## src/rtl/uart_pkg.sv

```systemverilog
// Shared definitions for the UART controller.
// Holds the FSM state encoding used by both TX and RX, the parity_mode codes,
// the oversampling constants and a small parity helper.
package uart_pkg;

  localparam int unsigned OVERSAMPLE = 16;
  localparam int unsigned MID_SAMPLE = 7;

  // Tick counters must reach 2*OVERSAMPLE-1 for a two-stop-bit frame.
  localparam int unsigned CNT_W = 5;
  localparam logic [CNT_W-1:0] TICK_MID   = CNT_W'(MID_SAMPLE);
  localparam logic [CNT_W-1:0] TICK_LAST  = CNT_W'(OVERSAMPLE - 1);
  localparam logic [CNT_W-1:0] TICK_LAST2 = CNT_W'(2 * OVERSAMPLE - 1);

  // parity_mode codes; 2'b11 behaves as none.
  localparam logic [1:0] PAR_NONE = 2'b00;
  localparam logic [1:0] PAR_EVEN = 2'b01;
  localparam logic [1:0] PAR_ODD  = 2'b10;

  typedef enum logic [2:0] {
    StIdle,
    StStart,
    StData,
    StParity,
    StStop
  } uart_state_e;

  function automatic logic parity_on(input logic [1:0] mode);
    return (mode == PAR_EVEN) || (mode == PAR_ODD);
  endfunction

endpackage

```

## src/rtl/uart_fifo.sv

```systemverilog
// Synchronous FIFO used for both the TX and RX queues.
// Ports: clk/rst (sync, active-high), push/wdata write side, pop/rdata read
// side (rdata shows the head entry), full/empty status.
// Pushes on full and pops on empty are ignored.
module uart_fifo
  import uart_pkg::*;
#(
  parameter int unsigned WIDTH = 8,
  parameter int unsigned DEPTH = 16
) (
  input  logic             clk,
  input  logic             rst,
  input  logic             push,
  input  logic [WIDTH-1:0] wdata,
  input  logic             pop,
  output logic [WIDTH-1:0] rdata,
  output logic             full,
  output logic             empty
);

  localparam int unsigned Aw = $clog2(DEPTH);

  // One extra pointer bit distinguishes full from empty.
  logic [Aw:0]      wptr_q, rptr_q;
  logic [WIDTH-1:0] mem_q [DEPTH];
  logic             do_push, do_pop;

  assign empty   = (wptr_q == rptr_q);
  assign full    = (wptr_q[Aw] != rptr_q[Aw]) && (wptr_q[Aw-1:0] == rptr_q[Aw-1:0]);
  assign do_push = push && !full;
  assign do_pop  = pop && !empty;
  assign rdata   = mem_q[rptr_q[Aw-1:0]];

  always_ff @(posedge clk) begin
    if (rst) begin
      wptr_q <= '0;
      rptr_q <= '0;
    end else begin
      if (do_push) wptr_q <= wptr_q + 1'b1;
      if (do_pop)  rptr_q <= rptr_q + 1'b1;
    end
  end

  always_ff @(posedge clk) begin
    if (do_push) mem_q[wptr_q[Aw-1:0]] <= wdata;
  end

endmodule

```

## src/rtl/uart_ctrl.sv

```systemverilog
// UART controller: baud generator, TX FIFO + transmitter, RX synchroniser +
// receiver + RX FIFO.
// Ports: clk/rst (sync, active-high); ubrr baud divisor (bit = 16*(ubrr+1)
// clocks); parity_mode/stop2 frame config; tx_data/tx_valid/tx_ready TX FIFO
// write; rx_data/rx_valid/rx_ready RX FIFO read; txd/rxd serial lines;
// rx_frame_err/rx_parity_err/rx_overrun one-cycle pulses; tx_busy.
module uart_ctrl
  import uart_pkg::*;
#(
  parameter int unsigned DATA_W     = 8,
  parameter int unsigned FIFO_DEPTH = 16,
  parameter int unsigned UBRR_W     = 12
) (
  input  logic              clk,
  input  logic              rst,
  input  logic [UBRR_W-1:0] ubrr,
  input  logic [1:0]        parity_mode,
  input  logic              stop2,
  input  logic [DATA_W-1:0] tx_data,
  input  logic              tx_valid,
  output logic              tx_ready,
  output logic [DATA_W-1:0] rx_data,
  output logic              rx_valid,
  input  logic              rx_ready,
  output logic              txd,
  input  logic              rxd,
  output logic              rx_frame_err,
  output logic              rx_parity_err,
  output logic              rx_overrun,
  output logic              tx_busy
);

  localparam logic [2:0] LastBit = 3'(DATA_W - 1);

  // Baud generator: >= keeps ticking sanely if ubrr shrinks mid-count.
  logic [UBRR_W-1:0] baud_cnt_q;
  logic              tick;
  assign tick = (baud_cnt_q >= ubrr);

  always_ff @(posedge clk) begin
    if (rst || tick) baud_cnt_q <= '0;
    else             baud_cnt_q <= baud_cnt_q + 1'b1;
  end

  // ---------------- Transmitter ----------------
  uart_state_e       tx_state_q, tx_state_d;
  logic [CNT_W-1:0]  tx_cnt_q, tx_cnt_d;
  logic [2:0]        tx_bit_q, tx_bit_d;
  logic [DATA_W-1:0] tx_shift_q, tx_shift_d, tx_head;
  logic              tx_par_q, tx_par_d, tx_stop2_q, tx_stop2_d;
  logic [1:0]        tx_mode_q, tx_mode_d;
  logic              tx_load, tx_full, tx_empty;

  uart_fifo #(.WIDTH(DATA_W), .DEPTH(FIFO_DEPTH)) u_tx_fifo (
    .clk(clk), .rst(rst), .push(tx_valid), .wdata(tx_data), .pop(tx_load),
    .rdata(tx_head), .full(tx_full), .empty(tx_empty)
  );

  always_comb begin
    tx_state_d = tx_state_q;
    tx_cnt_d   = tx_cnt_q;
    tx_bit_d   = tx_bit_q;
    tx_shift_d = tx_shift_q;
    tx_par_d   = tx_par_q;
    tx_mode_d  = tx_mode_q;
    tx_stop2_d = tx_stop2_q;
    tx_load    = 1'b0;
    unique case (tx_state_q)
      StIdle: tx_load = tick && !tx_empty;
      StStart, StParity: if (tick) begin
        tx_cnt_d = tx_cnt_q + 1'b1;
        if (tx_cnt_q == TICK_LAST) begin
          tx_cnt_d   = '0;
          tx_bit_d   = '0;
          tx_state_d = (tx_state_q == StStart) ? StData : StStop;
        end
      end
      StData: if (tick) begin
        tx_cnt_d = tx_cnt_q + 1'b1;
        if (tx_cnt_q == TICK_LAST) begin
          tx_cnt_d   = '0;
          tx_shift_d = tx_shift_q >> 1;
          tx_bit_d   = tx_bit_q + 1'b1;
          if (tx_bit_q == LastBit) tx_state_d = parity_on(tx_mode_q) ? StParity : StStop;
        end
      end
      StStop: if (tick) begin
        tx_cnt_d = tx_cnt_q + 1'b1;
        if (tx_cnt_q == (tx_stop2_q ? TICK_LAST2 : TICK_LAST)) begin
          tx_cnt_d   = '0;
          tx_state_d = StIdle;
          tx_load    = !tx_empty;  // back-to-back frames skip IDLE
        end
      end
      default: tx_state_d = StIdle;
    endcase
    if (tx_load) begin
      tx_shift_d = tx_head;
      tx_par_d   = (^tx_head) ^ (parity_mode == PAR_ODD);
      tx_mode_d  = parity_mode;
      tx_stop2_d = stop2;
      tx_cnt_d   = '0;
      tx_state_d = StStart;
    end
  end

  always_ff @(posedge clk) begin
    if (rst) begin
      tx_state_q <= StIdle;
      tx_cnt_q   <= '0;
      tx_bit_q   <= '0;
      tx_shift_q <= '0;
      tx_par_q   <= 1'b0;
      tx_mode_q  <= PAR_NONE;
      tx_stop2_q <= 1'b0;
    end else begin
      tx_state_q <= tx_state_d;
      tx_cnt_q   <= tx_cnt_d;
      tx_bit_q   <= tx_bit_d;
      tx_shift_q <= tx_shift_d;
      tx_par_q   <= tx_par_d;
      tx_mode_q  <= tx_mode_d;
      tx_stop2_q <= tx_stop2_d;
    end
  end

  assign txd = (tx_state_q == StStart)  ? 1'b0 :
               (tx_state_q == StData)   ? tx_shift_q[0] :
               (tx_state_q == StParity) ? tx_par_q : 1'b1;
  assign tx_ready = !tx_full;
  assign tx_busy  = (tx_state_q != StIdle) || !tx_empty;

  // ---------------- Receiver ----------------
  logic              rx_sync1_q, rx_line_q, rx_prev_q;
  uart_state_e       rx_state_q, rx_state_d;
  logic [CNT_W-1:0]  rx_cnt_q, rx_cnt_d;
  logic [2:0]        rx_bit_q, rx_bit_d;
  logic [DATA_W-1:0] rx_shift_q, rx_shift_d, rx_head;
  logic [1:0]        rx_mode_q, rx_mode_d;
  logic              rx_par_bad_q, rx_par_bad_d, rx_push_q, rx_push_d;
  logic              rx_ferr_q, rx_ferr_d, rx_perr_q, rx_perr_d;
  logic              rx_full, rx_empty;

  always_comb begin
    rx_state_d   = rx_state_q;
    rx_cnt_d     = rx_cnt_q;
    rx_bit_d     = rx_bit_q;
    rx_shift_d   = rx_shift_q;
    rx_mode_d    = rx_mode_q;
    rx_par_bad_d = rx_par_bad_q;
    rx_push_d    = 1'b0;
    rx_ferr_d    = 1'b0;
    rx_perr_d    = 1'b0;
    unique case (rx_state_q)
      StIdle: if (rx_prev_q && !rx_line_q) begin
        rx_state_d   = StStart;
        rx_cnt_d     = '0;
        rx_mode_d    = parity_mode;
        rx_par_bad_d = 1'b0;
      end
      StStart: if (tick) begin
        rx_cnt_d = rx_cnt_q + 1'b1;
        if (rx_cnt_q == TICK_MID && rx_line_q) begin
          rx_state_d = StIdle;  // false start
          rx_cnt_d   = '0;
        end else if (rx_cnt_q == TICK_LAST) begin
          rx_cnt_d   = '0;
          rx_bit_d   = '0;
          rx_state_d = StData;
        end
      end
      StData: if (tick) begin
        rx_cnt_d = rx_cnt_q + 1'b1;
        if (rx_cnt_q == TICK_MID) rx_shift_d = {rx_line_q, rx_shift_q[DATA_W-1:1]};
        if (rx_cnt_q == TICK_LAST) begin
          rx_cnt_d = '0;
          rx_bit_d = rx_bit_q + 1'b1;
          if (rx_bit_q == LastBit) rx_state_d = parity_on(rx_mode_q) ? StParity : StStop;
        end
      end
      StParity: if (tick) begin
        rx_cnt_d = rx_cnt_q + 1'b1;
        if (rx_cnt_q == TICK_MID)
          rx_par_bad_d = rx_line_q ^ (^rx_shift_q) ^ (rx_mode_q == PAR_ODD);
        if (rx_cnt_q == TICK_LAST) begin
          rx_cnt_d   = '0;
          rx_state_d = StStop;
        end
      end
      StStop: if (tick) begin
        rx_cnt_d = rx_cnt_q + 1'b1;
        // Only the first stop bit is checked; return to IDLE mid-stop.
        if (rx_cnt_q == TICK_MID) begin
          rx_cnt_d   = '0;
          rx_state_d = StIdle;
          if (!rx_line_q)        rx_ferr_d = 1'b1;
          else if (rx_par_bad_q) rx_perr_d = 1'b1;
          else                   rx_push_d = 1'b1;
        end
      end
      default: rx_state_d = StIdle;
    endcase
  end

  always_ff @(posedge clk) begin
    if (rst) begin
      rx_sync1_q   <= 1'b1;
      rx_line_q    <= 1'b1;
      rx_prev_q    <= 1'b1;
      rx_state_q   <= StIdle;
      rx_cnt_q     <= '0;
      rx_bit_q     <= '0;
      rx_shift_q   <= '0;
      rx_mode_q    <= PAR_NONE;
      rx_par_bad_q <= 1'b0;
      rx_push_q    <= 1'b0;
      rx_ferr_q    <= 1'b0;
      rx_perr_q    <= 1'b0;
    end else begin
      rx_sync1_q   <= rxd;
      rx_line_q    <= rx_sync1_q;
      rx_prev_q    <= rx_line_q;
      rx_state_q   <= rx_state_d;
      rx_cnt_q     <= rx_cnt_d;
      rx_bit_q     <= rx_bit_d;
      rx_shift_q   <= rx_shift_d;
      rx_mode_q    <= rx_mode_d;
      rx_par_bad_q <= rx_par_bad_d;
      rx_push_q    <= rx_push_d;
      rx_ferr_q    <= rx_ferr_d;
      rx_perr_q    <= rx_perr_d;
    end
  end

  // rx_shift_q holds the word until the next frame's first data sample.
  uart_fifo #(.WIDTH(DATA_W), .DEPTH(FIFO_DEPTH)) u_rx_fifo (
    .clk(clk), .rst(rst), .push(rx_push_q), .wdata(rx_shift_q), .pop(rx_ready),
    .rdata(rx_head), .full(rx_full), .empty(rx_empty)
  );

  assign rx_valid      = !rx_empty;
  assign rx_data       = rx_valid ? rx_head : '0;
  assign rx_overrun    = rx_push_q && rx_full;
  assign rx_frame_err  = rx_ferr_q;
  assign rx_parity_err = rx_perr_q;

endmodule

```

## config.mk

```make
export PLATFORM = sky130hd
export DESIGN_NAME = uart_ctrl
export DESIGN_NICKNAME = d
export VERILOG_FILES = /design/src/rtl/uart_pkg.sv /design/src/rtl/uart_fifo.sv /design/src/rtl/uart_ctrl.sv
export SDC_FILE = /design/constraint.sdc
export NUM_CORES = 1
export LEC_CHECK = 0
export BUFFER_PORTS_ARGS = -buffer_cell sky130_fd_sc_hd__buf_2
export CORE_ASPECT_RATIO = 1.1
export CORE_UTILIZATION = 50
export CTS_BUF_LIST = sky130_fd_sc_hd__clkbuf_16
export DETAILED_ROUTE_END_ITERATION = 16
export GPL_TIMING_DRIVEN = 0
export PLACE_DENSITY = 0.64
export SYNTH_ARGS = -nofsm -noshare
export SYNTH_HDL_FRONTEND = slang
export SYNTH_HIERARCHICAL = 1
export SYNTH_SLANG_ARGS = --single-unit
```

## constraint.sdc

```tcl
create_clock -name clk -period 7.5 [get_ports clk]
set_input_delay 0.375 -clock clk [delete_from_list [all_inputs] [get_ports clk]]
set_output_delay 0.375 -clock clk [all_outputs]
set_load 0.02 [all_outputs]
```

==> results.json <==
{
  "status": "finished, final reports clean",
  "wl_per_cell_um": 20.1,
  "netlist-cell-type-count": 72,
  "postRouteAntennaNets": 0,
  "core.rowCount": 66,
  "synth_flop_cell": "edfxtp_1",
  "core_area_um2": 29800,
  "syn_to_final_growth_pct": 12.3,
  "wirelength_mm": 29.8,
  "via_per_inst": 5.72,
  "rsz0062_at_grt": "no",
  "nets": 1112,
  "clkPwrFrac_pct": 42.2,
  "hold_ws_ns": 0.0628,
  "fp.dieW_um": 168,
  "cts_resized": 0,
  "gp_congestion": 0.808,
  "hold_viol_final": 0,
  "ctsHoldBuffers": 0,
  "synth_area_um2": 15200,
  "endpoint_kind": "flop",
  "cellPowerDensity_nw_per_um2": 238,
  "leakage_nw": 6.02,
  "timing.final.ws_setup_ns": 4.10,
  "fin_skew_ns": 0.0170,
  "drt-pass1-iter-count": 5,
  "slew_headroom_pct": 25.3,
  "dp_hpwl_mm": 20.0,
  "postCtsSetupRepairBufs": 0,
  "grt_max_degree": 20,
  "max_freq_ghz": 0.295,
  "grt.total_usage_pct": 19.9,
  "drt-initial-drc-count": 416,
  "drc": 0,
  "die-area_um2": 31200,
  "async_reset_ff_share_pct": 0,
  "slew_violations": 0,
  "synth_fp_nets": 1031,
  "die_y_um": 185,
  "internal-power_mw": 3.18,
  "crit_slowest_cell": "a21oi_2",
  "worstPathRequired_ns": 7.90,
  "synth_edf_count": 256,
  "grt_overflow_total": 0,
  "critPathArrivalTime_ns": 3.80,
  "cts.sinks": 347,
  "synth_top_family_by_area": "multiplexers",
  "netlist_instances": 969,
  "max_cap_violations": 0,
  "fillers": 2355,
  "synthAdderAreaFrac_pct": 2.79,
  "grt_pass1_vias": 8413,
  "min_path_type": "in -> reg",
  "synth-seq-cells": 347,
  "path_class": "reg -> reg",
  "max_stage_delay_ns": 0.61,
  "synthMuxAreaShare_pct": 15.6,
  "drive_gt1_share_pct": 14.9,
  "preCtsSetupSlack_ns": 4.12,
  "setup_viol": 0,
  "power_frac_comb_pct": 6.9,
  "cts-root-buf": "clkbuf_16",
  "synth_xor_area_share_pct": 2.53,
  "antenna_found_initial": 1,
  "synth_compound_area_share_pct": 6.23,
  "worstMarginPinSlew_ns": 1.12,
  "grt_pass1_wl_mm": 46.8,
  "post-route-util_pct": 57.4,
  "cp_max_fo": 11,
  "min_period_over_period_pct": 45.3,
  "num_io_pins": 43,
  "seq_power_share_pct": 50.9,
  "max-vdd-ir-drop_uv": 188,
  "cp_num_buf_inv": 1,
  "cts_buffer_depth": 3,
  "path_clk_slew_ns": 0.05,
  "port-buffer-count": 42,
  "switchingPower_uw": 886,
  "htreeDepth": 2,
  "critical-path-top-delay-family": "compound AO/OA/AOI/OAI gates",
  "yosys_warnings": 6,
  "initial_core_util_pct": 51.1,
  "clk_latency_ns": 0.52,
  "finalCriticalPeriod_ns": 3.40,
  "avgSynthCellArea_um2": 15.7,
  "synth_simple_gate_area_share_pct": 7.83,
  "finalSetupTns_ns": 0,
  "cp_cell_sequence": "xor2_1 > nor2_1 > or3_1 > a21o_1 > buf_2 > a21oi_2 > a21boi_2 > mux2_2",
  "ys_seq_area_share_pct": 62.4,
  "cts_tree": "done",
  "vias": 8504,
  "p_total_mw": 4.07,
  "swShare_pct": 21.8,
  "cp-start-kind": "flop",
  "cts_buffers": 37
}
==> through the flow <==
stage | instances | instance area (um2)
2_1_floorplan | 969 | 15200
3_3_place_gp | 1419 | 16000
3_5_place_dp | 1419 | 16000
4_1_cts | 1485 | 17100
5_1_grt | 1485 | 17100
6_report | 1486 | 17100
==> layer usage <==
| layer | share of wire [%] | vias to the layer above | wire, um | GRT usage (%) |
|---|---|---|---|---|
| met2 | 50 | 184 | 15000 | 34.4 |
| met3 | 4.3 | 57 | 1300 | 3.55 |
| li1 | - | 4017 | - | - |
| met5 | 0 | - | 0 | 0 |
| met1 | 42 | 4246 | 12700 | 25.3 |
| met4 | 2.8 | 0 | 830 | 6.55 |
==> cell usage after synthesis, types with 3 or more instances <==
library cell	number	area share, %
inv_1	39	0.96
mux4_1	64	11
nand4_1	17	0.70
o21ai_0	9	0.30
mux2_2	15	1.1
nor3_1	3	0.098
and3_1	40	1.6
o31ai_1	6	0.30
clkbuf_1	16	0.39
nand3_1	20	0.66
a211o_1	3	0.17
mux2i_1	17	1.1
edfxtp_1	256	50
a211oi_1	17	0.84
a311o_1	9	0.59
a21oi_1	37	1.2
buf_6	6	0.44
nor2_1	67	1.6
ha_1	34	2.8
buf_1	7	0.17
nand2_1	27	0.66
a31oi_1	3	0.12
o22ai_1	7	0.29
dfxtp_1	91	12
or2_2	3	0.12
and2_1	5	0.21
mux4_2	16	2.4
nand2b_1	5	0.21
or3_1	3	0.12
and4_1	3	0.17
nor2b_1	19	0.78
buf_2	7	0.23
xnor2_1	34	2.0
xor2_1	10	0.57
==> registers in the layout (all words and copies together), names as in the netlist, 2 cells and up, named ones only <==
name	flops
baud_cnt_q	12
rx_bit_q	3
rx_cnt_q	5
rx_mode_q	2
rx_shift_q	8
rx_state_q	3
tx_bit_q	3
tx_cnt_q	5
tx_mode_q	2
tx_shift_q	8
tx_state_q	3
u_rx_fifo/mem_q	128
u_rx_fifo/rptr_q	5
u_rx_fifo/wptr_q	5
u_tx_fifo/mem_q	128
u_tx_fifo/rptr_q	5
u_tx_fifo/wptr_q	5
==> power by group through the flow <==
| stage | Sequential, mW | Clock (mW) | Combinational [mW] |
|---|---|---|---|
| 4_1_cts | 2.07 | 1.76 | 0.282 |
| 6_report | 2.07 | 1.72 | 0.280 |
| 5_1_grt | 2.07 | 1.83 | 0.307 |
| 2_1_floorplan | 2.11 | 0 | 0.200 |
| 3_5_place_dp | 2.11 | 0 | 0.281 |
| 3_3_place_gp | 2.11 | 0 | 0.278 |
==> final timing paths <==
check / from / cells past startpoint / slack (ns) / endpoint
setup / recovery: u_tx_fifo/rptr_q[4]$_SDFFE_PP0P_ / 8 / 4.10 / u_tx_fifo/rptr_q[0]$_SDFFE_PP0P_
hold / removal: rxd / 2 / 0.06 / rx_sync1_q$_SDFF_PP1_
setup reg to reg: u_tx_fifo/rptr_q[4]$_SDFFE_PP0P_ / 8 / 4.10 / u_tx_fifo/rptr_q[0]$_SDFFE_PP0P_
hold reg to reg: rx_sync1_q$_SDFF_PP1_ / 1 / 0.41 / rx_line_q$_SDFF_PP1_
==> cells by family after synthesis <==
logic type,after synthesis
flops,347
simple gates,225
compound gates,126
mux,112
buf+inv,81
xor+xnor,44
fa+ha+maj,34
==> layout by cell type (no fill, tap or decap), drive strengths merged, types with 20 or more instances in the layout <==
cell type  count
a21oi         39
and3          40
buf           66
clkbuf        53
clkinv        21
dfxtp         91
edfxtp       256
ha            34
inv           45
mux4          80
nand2         27
nand3         20
nor2          68
xnor2         34
==> cell type report <==
| class | count | area [um2] | share of cell area [%] |
|---|---|---|---|
| Sequential cell | 347 | 9510 | 55.6 |
| Antenna cell | 1 | 2.50 | 0.0146 |
| Clock buffer | 37 | 926 | 5.41 |
| Multi-Input combinational cell | 541 | 5340 | 31.2 |
| Buffer | 40 | 244 | 1.43 |
| Clock inverter | 29 | 219 | 1.28 |
| Timing Repair Buffer | 42 | 210 | 1.23 |
| Tap cell | 408 | 510 | 2.98 |
| Inverter | 41 | 154 | 0.899 |
(Power assumes the default switching activity.)
